## src/rtl/fetch_pkg.sv

```systemverilog
// Shared constants for the fetch unit: FSM state encodings, reset PC and the
// sequential PC step.
package fetch_pkg;
   localparam logic [31:0] RESET_PC_DEF = 32'h8000_0000;
   localparam logic [31:0] PC_STEP      = 32'h4;

   typedef logic [2:0] fetch_state_t;
   localparam fetch_state_t ST_IDLE  = 3'd0;
   localparam fetch_state_t ST_FETCH = 3'd1;
   localparam fetch_state_t ST_WAIT  = 3'd2;
   localparam fetch_state_t ST_HOLD  = 3'd3;
   localparam fetch_state_t ST_FAULT = 3'd4;
endpackage

```

## src/rtl/Adder32_p.sv

```systemverilog
// 32-bit add/subtract; sub_i=1 computes a_i - b_i via two's complement.
module Adder32_p (
   input  logic [31:0] a_i,
   input  logic [31:0] b_i,
   input  logic        sub_i,
   output logic [31:0] sum_o
);
   assign sum_o = a_i + (b_i ^ {32{sub_i}}) + {31'b0, sub_i};
endmodule

```

## src/rtl/inst_buffer.sv

```systemverilog
// One-entry instruction buffer: holds a fetched word and its PC until cleared.
module inst_buffer (
   input  logic        clk,
   input  logic        rst,
   input  logic        load_i,
   input  logic        clear_i,
   input  logic [31:0] data_i,
   input  logic [31:0] pc_i,
   output logic        valid_o,
   output logic [31:0] data_o,
   output logic [31:0] pc_o
);
   logic        valid_q;
   logic [31:0] data_q, pc_q;

   // Clear wins over load so a redirect always empties the entry.
   always_ff @(posedge clk or posedge rst) begin
      if (rst) begin
         valid_q <= 1'b0;
         data_q  <= '0;
         pc_q    <= '0;
      end else if (clear_i) begin
         valid_q <= 1'b0;
      end else if (load_i) begin
         valid_q <= 1'b1;
         data_q  <= data_i;
         pc_q    <= pc_i;
      end
   end

   assign valid_o = valid_q;
   assign data_o  = data_q;
   assign pc_o    = pc_q;
endmodule

```

## src/rtl/fetch_unit.sv

```systemverilog
// Instruction fetch: owns the PC, issues one imem request at a time and parks
// the returned word in a one-entry buffer until decode takes it.
module fetch_unit
   import fetch_pkg::*;
#(
   parameter logic [31:0] RESET_PC = RESET_PC_DEF
) (
   input  logic        clk,
   input  logic        rst,
   input  logic        redirect,
   input  logic [31:0] redirect_pc,
   output logic        imem_req_valid,
   output logic [31:0] imem_req_addr,
   input  logic        imem_req_ready,
   input  logic        imem_resp_valid,
   input  logic [31:0] imem_resp_data,
   output logic        inst_valid,
   output logic [31:0] inst,
   output logic [31:0] inst_pc,
   input  logic        inst_ready,
   output logic        fetch_fault
);
   fetch_state_t state_q, state_d;
   logic [31:0]  pc_q, pc_d, req_pc_q, req_pc_d, pc_inc;
   logic         stale_q, stale_d, fpend_q, fpend_d;
   logic         accept, misal, buf_load, buf_clear;

   Adder32_p u_inc (.a_i(pc_q), .b_i(PC_STEP), .sub_i(1'b0), .sum_o(pc_inc));

   assign accept = (state_q == ST_FETCH) && imem_req_ready;
   assign misal  = |redirect_pc[1:0];

   always_comb begin
      state_d   = state_q;
      pc_d      = pc_q;
      req_pc_d  = req_pc_q;
      stale_d   = stale_q;
      fpend_d   = fpend_q;
      buf_load  = 1'b0;
      buf_clear = 1'b0;
      if (redirect) begin
         pc_d = redirect_pc;
         case (state_q)
            ST_FETCH: begin
               if (accept) begin
                  // Request leaves with the old address; its response is junk.
                  req_pc_d = pc_q;
                  stale_d  = 1'b1;
                  fpend_d  = misal;
                  state_d  = ST_WAIT;
               end else begin
                  state_d = misal ? ST_FAULT : ST_FETCH;
               end
            end
            ST_WAIT: begin
               if (imem_resp_valid) begin
                  stale_d = 1'b0;
                  fpend_d = 1'b0;
                  state_d = misal ? ST_FAULT : ST_FETCH;
               end else begin
                  stale_d = 1'b1;
                  fpend_d = misal;
               end
            end
            ST_HOLD: begin
               buf_clear = 1'b1;
               state_d   = misal ? ST_FAULT : ST_FETCH;
            end
            default: state_d = misal ? ST_FAULT : ST_FETCH;
         endcase
      end else begin
         case (state_q)
            ST_IDLE: state_d = ST_FETCH;
            ST_FETCH: begin
               if (accept) begin
                  req_pc_d = pc_q;
                  pc_d     = pc_inc;
                  state_d  = ST_WAIT;
               end
            end
            ST_WAIT: begin
               if (imem_resp_valid) begin
                  if (stale_q) begin
                     stale_d = 1'b0;
                     fpend_d = 1'b0;
                     state_d = fpend_q ? ST_FAULT : ST_FETCH;
                  end else begin
                     buf_load = 1'b1;
                     state_d  = ST_HOLD;
                  end
               end
            end
            ST_HOLD: begin
               if (inst_ready) begin
                  buf_clear = 1'b1;
                  state_d   = ST_FETCH;
               end
            end
            default: ;
         endcase
      end
   end

   always_ff @(posedge clk or posedge rst) begin
      if (rst) begin
         state_q  <= ST_IDLE;
         pc_q     <= RESET_PC;
         req_pc_q <= '0;
         stale_q  <= 1'b0;
         fpend_q  <= 1'b0;
      end else begin
         state_q  <= state_d;
         pc_q     <= pc_d;
         req_pc_q <= req_pc_d;
         stale_q  <= stale_d;
         fpend_q  <= fpend_d;
      end
   end

   inst_buffer u_buf (
      .clk     (clk),
      .rst     (rst),
      .load_i  (buf_load),
      .clear_i (buf_clear),
      .data_i  (imem_resp_data),
      .pc_i    (req_pc_q),
      .valid_o (inst_valid),
      .data_o  (inst),
      .pc_o    (inst_pc)
   );

   assign imem_req_valid = (state_q == ST_FETCH);
   assign imem_req_addr  = pc_q;
   assign fetch_fault    = (state_q == ST_FAULT);
endmodule

```

## config.mk

```make
export PLATFORM = sky130hd
export DESIGN_NAME = fetch_unit
export DESIGN_NICKNAME = d
export VERILOG_FILES = /design/src/rtl/fetch_pkg.sv /design/src/rtl/Adder32_p.sv /design/src/rtl/inst_buffer.sv /design/src/rtl/fetch_unit.sv
export SDC_FILE = /design/constraint.sdc
export NUM_CORES = 1
export LEC_CHECK = 0
export BUFFER_PORTS_ARGS = -buffer_cell sky130_fd_sc_hd__clkbuf_2
export CELL_PAD_IN_SITES_DETAIL_PLACEMENT = 0
export CELL_PAD_IN_SITES_GLOBAL_PLACEMENT = 1
export CORE_MARGIN = 1
export CORE_UTILIZATION = 40
export DETAILED_ROUTE_END_ITERATION = 7
export GPL_ROUTABILITY_DRIVEN = 0
export PLACE_DENSITY = 0.86
export SLEW_MARGIN = 20
export SYNTH_ARGS = -nofsm -noshare
export SYNTH_HDL_FRONTEND = slang
export SYNTH_SLANG_ARGS = --single-unit
```

## constraint.sdc

```tcl
create_clock -name clk -period 4.8 [get_ports clk]
set_input_delay 0.48 -clock clk [delete_from_list [all_inputs] [get_ports clk]]
set_output_delay 0.48 -clock clk [all_outputs]
set_load 0.005 [all_outputs]
```

==> results of run 1 <==
-- cell usage after synthesis (5+ instances only) --
library cell	n	share of area, %
o31ai_1	12	1.5
dfrtp_1	133	57
o211ai_1	5	0.64
xor2_1	5	0.75
nor2_1	23	1.5
inv_1	8	0.51
buf_2	11	0.94
clkbuf_1	16	1.0
nor2b_1	5	0.53
nand2_1	113	7.2
or4_1	14	1.8
nand3_1	19	1.6
a31oi_1	13	1.4
nand4_1	16	1.7
o21ai_0	22	1.9
mux2_2	68	13
-- routing by layer --
layer  vias to the layer above  track usage (%)  routed length (µm)
li1                       2223                -                   -
met1                      2341             25.2                6110
met2                       137             33.8                7470
met3                        22             5.30                 749
met4                         0             7.30                 219
met5                         -                0                   0
-- cell usage in the layout, fill, tap and decap left out, drive strengths merged, types with 3 or more instances in the layout --
master  instances
nand2         113
a31oi          13
and2            4
dfrtp         133
bufinv          4
clkbuf        187
inv             9
and3            5
nor2b           5
and4            4
a21oi           3
clkinv          6
o21ai          22
xor2            5
a311o           3
or4            14
nor2           23
nand4          16
mux2           68
nand3          20
o31ai          12
o211ai          5
or3             4
-- stage by stage --
step,total power [mW],setup WS [ns],hold slack (ns)
5_1_grt,4.30,1.99,0.274
3_3_place_gp,2.63,1.91,0.456
3_5_place_dp,2.69,1.78,0.462
4_1_cts,4.08,2.17,0.261
6_report,4.04,2.15,0.246
2_1_floorplan,2.25,0.739,0.442
-- worst min path at each step --
stage	cells after the start	end	slack [ns]
finish	2	req_pc_q[5]	0.25
global route	2	u_buf.data_o[1]	0.27
CTS	3	imem_req_addr[9]	0.26
detailed placement	2	req_pc_q[2]	0.46
global placement	2	req_pc_q[16]	0.46
floorplan	2	req_pc_q[9]	0.44
-- sequential cells by signal, summed over array words and instances, names as in the netlist --
register	count
req_pc_q	32
state_q	3
u_buf.pc_o	32
u_buf.valid_o	1
stale_q	1
imem_req_addr	32
fpend_q	1
u_buf.data_o	32
-- power breakdown --
group / switching [mW] / internal, mW / leakage, nW
clock network: 0.481 / 0.893 / 0.309
registers: 0.251 / 1.50 / 1.71
logic: 0.435 / 0.473 / 1.75
total: 1.17 / 2.87 / 3.77
-- critical path: cells and delay by family (launching register included) --
family	cells	cell delay, ns
AO/OA/AOI/OAI	1	0.17
AND/OR/NAND/NOR	3	1.88
flip-flops	1	0.51
-- cell families after synthesis --
group           after synthesis  synth area share, %
simple gates                217                 17.9
fa+ha+maj                     1                0.213
buf+inv                      40                 2.98
mux                          70                 13.4
compound gates               67                 7.43
xor+xnor                      7                 1.04
flops                       134                 57.1
-- layout make-up --
class / count / area, µm² / share of cell area (%)
clock buffer: 19 / 453 / 6.06
clock inverter: 13 / 178 / 2.38
inverter: 8 / 35.0 / 0.469
multi-input combinational: 362 / 2370 / 31.8
sequential: 134 / 3350 / 44.9
tap: 180 / 225 / 3.01
timing repair buffer: 170 / 856 / 11.4
==> flow_summary.json, run 1 <==
{
  "status": "finished clean",
  "startpoint_type": "register",
  "area_delta_synth_final_pct": 27.2,
  "via_count": 4723,
  "max_freq_ghz": 0.378,
  "rsz0062_at_grt": "false",
  "maxSlewHeadroom_pct": 35.0,
  "path_cells": "and4bb_2 -> nand4_1 -> or4_1 -> a31oi_1",
  "synth_area_um2": 5880,
  "tns_ns": 0,
  "ys.flop_type": "dfrtp_1",
  "diodes": 0,
  "power_density_nw_per_um2": 540,
  "rrSetupSlack_ns": 2.15,
  "fin_nets": 764,
  "placed_area_um2": 6830,
  "timing.final.crit_share_pct": 55.2,
  "slew_viol_final": 0,
  "antenna_found_initial": 0,
  "worstSetupPathType": "register to register",
  "finalCoreUtilization_pct": 53.0,
  "reg2reg_depth": 4,
  "cts_hold_buf": 0,
  "cpPeakStageDelay_ns": 0.69,
  "first_iter_violations": 262,
  "dieWidth_um": 123,
  "async_flop_share_pct": 100,
  "avgSynthCellArea_um2": 11.0,
  "synth-seq-cells": 134,
  "drtPass1Iterations": 5,
  "finalSetupViolations": 0,
  "worstPathRequired_ns": 5.13,
  "grt_remaining_overflow": 0,
  "yosysSeqAreaShare_pct": 57.1,
  "final_antenna_net_count": 0,
  "portBuffers": 168,
  "routed_via_density": 5.33,
  "vdd_ir_drop_max_mv": 0.274,
  "initial_core_util_pct": 41.7,
  "syn_inst": 536,
  "die-area_um2": 15200,
  "detail_route.wl_per_cell_um": 16.4,
  "coreArea_um2": 14100,
  "period_needed_ns": 2.65,
  "grt_usage_pct": 20.2,
  "cts_buffer_depth": 2,
  "post_cts_buffers": 0,
  "leakage_nw": 3.77,
  "synth_warnings": 0,
  "synthDistinctLibCells": 48,
  "grt_max_degree": 100,
  "arrival_ns": 2.98,
  "die_h_um": 123,
  "crit_path_top_delay_cell": "and4bb_2",
  "post_cts_resized": 0,
  "cts-buffers-inserted": 17,
  "clkSlewWorstSetupHoldPaths_ns": 0.06,
  "finalHoldViolations": 0,
  "row_count": 43,
  "synth-edff-count": 0,
  "ioPinCount": 169,
  "end_kind": "register",
  "rr_startpoint": "state_q[2]",
  "post-dp-hpwl_um": 9970,
  "r2r-end": "imem_req_addr[18]",
  "tightestPinTransition_ns": 0.974,
  "clkSinkCount": 134,
  "clock_latency_ns": 0.42,
  "h-tree-depth": 4,
  "grt_pass1_wl_um": 22900,
  "cts-root-buf": "clkbuf_16",
  "drc_errors": 0,
  "fillers": 1300,
  "cts_tree": "yes",
  "wl_um": 14600,
  "endpoint": "imem_req_addr[18]",
  "stdcell_count": 886,
  "grt_pass1_vias": 4513,
  "cap_violations": 0,
  "dp.cells": 854,
  "syn_nets": 607,
  "design_area_um2": 7480,
  "holdCritPathClass": "input port to async pin",
  "cp_max_fo": 21,
  "critPathLaunch": "state_q[2]",
  "final_layout_size_suffix_gt1_share_pct": 39.5,
  "clock_skew_ns": 0.00657
}
Note: power is estimated with default switching activity, not from simulation.
==> run 2, diff against run 1 <==
clock period = 2.5 ns   (was 4.8 ns; I/O delays follow)
==> run 2 against run 1 <==
  * Setup slack got worse by 1.8 ns
  * Register-to-register slack got worse by 1.8 ns
  * Sequential cell count did not move
  * Core utilization rose by 0.21 points
  * Critical path depth did not move
  * Sequential share of layout area fell by 0.18 points
  * Highest routed layer unchanged
==> flow_summary.json, run 2 (synthesis results as in run 1) <==
{
  "status": "finished clean",
  "mostFrequentLayoutCell": "clkbuf_2",
  "wl_um": 14800,
  "period_needed_ns": 2.14,
  "initial_core_util_pct": 41.7,
  "clock_skew_ns": 0.00837,
  "post_cts_resized": 0,
  "startpoint_type": "register",
  "cts-buffers-inserted": 17,
  "coreArea_um2": 14100,
  "finalSetupViolations": 0,
  "via_count": 4790,
  "post-dp-hpwl_um": 10600,
  "dieWidth_um": 123,
  "clkSinkCount": 134,
  "post_cts_buffers": 0,
  "first_iter_violations": 296,
  "die-area_um2": 15200,
  "vdd_ir_drop_max_mv": 0.472,
  "maxSlewHeadroom_pct": 52.3,
  "cap_violations": 0,
  "grt_max_degree": 135,
  "p_switching_mw": 2.18,
  "portBuffers": 168,
  "holdCritPathClass": "input port to async pin",
  "cts_hold_buf": 0,
  "row_count": 43,
  "detail_route.wl_per_cell_um": 16.6,
  "end_kind": "register",
  "diodes": 0,
  "h-tree-depth": 4,
  "clkSlewWorstSetupHoldPaths_ns": 0.06,
  "slew_viol_final": 0,
  "power.share.clock_pct": 31.9,
  "p_comb_share_pct": 23.6,
  "finalPower_mw": 7.55,
  "power_density_nw_per_um2": 1010,
  "mostFrequentLayoutCells": "168 x clkbuf_2, 133 x dfrtp_1, 113 x nand2_1",
  "arrival_ns": 2.47,
  "grt_remaining_overflow": 0,
  "final_antenna_net_count": 0,
  "grt_pass1_wl_um": 23600,
  "cts_buffer_depth": 2,
  "cp_max_fo": 10,
  "whs_ns": 0.0410,
  "finalHoldViolations": 0,
  "worstPathRequired_ns": 2.83,
  "worstSetupPathType": "register to register",
  "antenna_found_initial": 0,
  "cts-root-buf": "clkbuf_16",
  "leakage_nw": 3.80,
  "stdcell_count": 894,
  "grt_usage_pct": 20.6,
  "power_frac_seq_pct": 44.5,
  "ioPinCount": 169,
  "tightestPinTransition_ns": 0.716,
  "rsz0062_at_grt": "false",
  "dp.cells": 865,
  "area_delta_synth_final_pct": 27.7,
  "cts_tree": "yes",
  "final_layout_size_suffix_gt1_share_pct": 39.6,
  "swShare_pct": 28.8,
  "tns_ns": 0,
  "fin_nets": 775,
  "reg2reg_depth": 4,
  "rrSetupSlack_ns": 0.36,
  "timing.final.crit_share_pct": 85.4,
  "drtPass1Iterations": 6,
  "grt_pass1_vias": 4585,
  "max_freq_ghz": 0.468,
  "routed_via_density": 5.36,
  "clock_latency_ns": 0.41,
  "drc_errors": 0,
  "die_h_um": 123,
  "p_int_mw": 5.38
}
-- run 2: cell types whose count changed in the layout (fill, tap and decap cells not counted) --
cell        delta
buf_12         +2
buf_4          +9
bufinv_16      -2
clkbuf_1       +4
clkbuf_8       +2
clkinv_2       -3
clkinv_4       -1
clkinvlp_4     -1
inv_6          -2
nand4bb_2      +1
nand4bb_4      -1
-- run 2: power groups by stage --
stage	clock [mW]	combinational (mW)	sequential (mW)
3_5_place_dp	0	1.81	3.40
2_1_floorplan	0	1.01	3.32
5_1_grt	2.57	2.01	3.47
3_3_place_gp	0	1.76	3.35
6_report	2.41	1.78	3.36
4_1_cts	2.46	1.82	3.37
-- run 2: stage by stage --
stage	cell area (µm²)	utilization, %	setup WS, ns
after floorplan	5880	-	0.547
after global placement	6940	49.2	0.434
after detailed placement	6940	49.2	0.384
after CTS	7510	53.2	0.373
after global routing	7510	53.2	0.257
final	7510	53.2	0.364
-- run 2: cell type report --
class | instances | area (µm²)
timing repair buffer | 181 | 963
multi-input combinational | 362 | 2360
clock inverter | 4 | 70.1
clock buffer | 25 | 495
tap | 180 | 225
inverter | 8 | 33.8
fill | 1287 | 6590
sequential | 134 | 3350
-- run 2: final timing paths --
path / start / endpoint
worst max-delay path: imem_req_addr[9] / imem_req_addr[26]
worst min-delay path: rst / u_buf.pc_o[3]
worst max register to register: imem_req_addr[9] / imem_req_addr[26]
worst min register to register: req_pc_q[10] / req_pc_q[10]
max in group asynchronous: rst / u_buf.data_o[11]
min in group clk: redirect_pc[3] / imem_req_addr[3]
-- run 2: worst max-delay path: stages, from the launching register on --
cell and delay, ns:
dfrtp_1 0.51, nand3_2 0.14, or4_1 0.67, or4_1 0.55, a31oi_1 0.18
-- run 2: per-layer routing --
layer	global-route usage, %	part of all wire [%]	up-vias
met2	32.5	49	148
met5	0	0	-
met4	8.96	2.3	0
met3	5.26	5.1	21
li1	-	-	2243
met1	26.8	43	2378
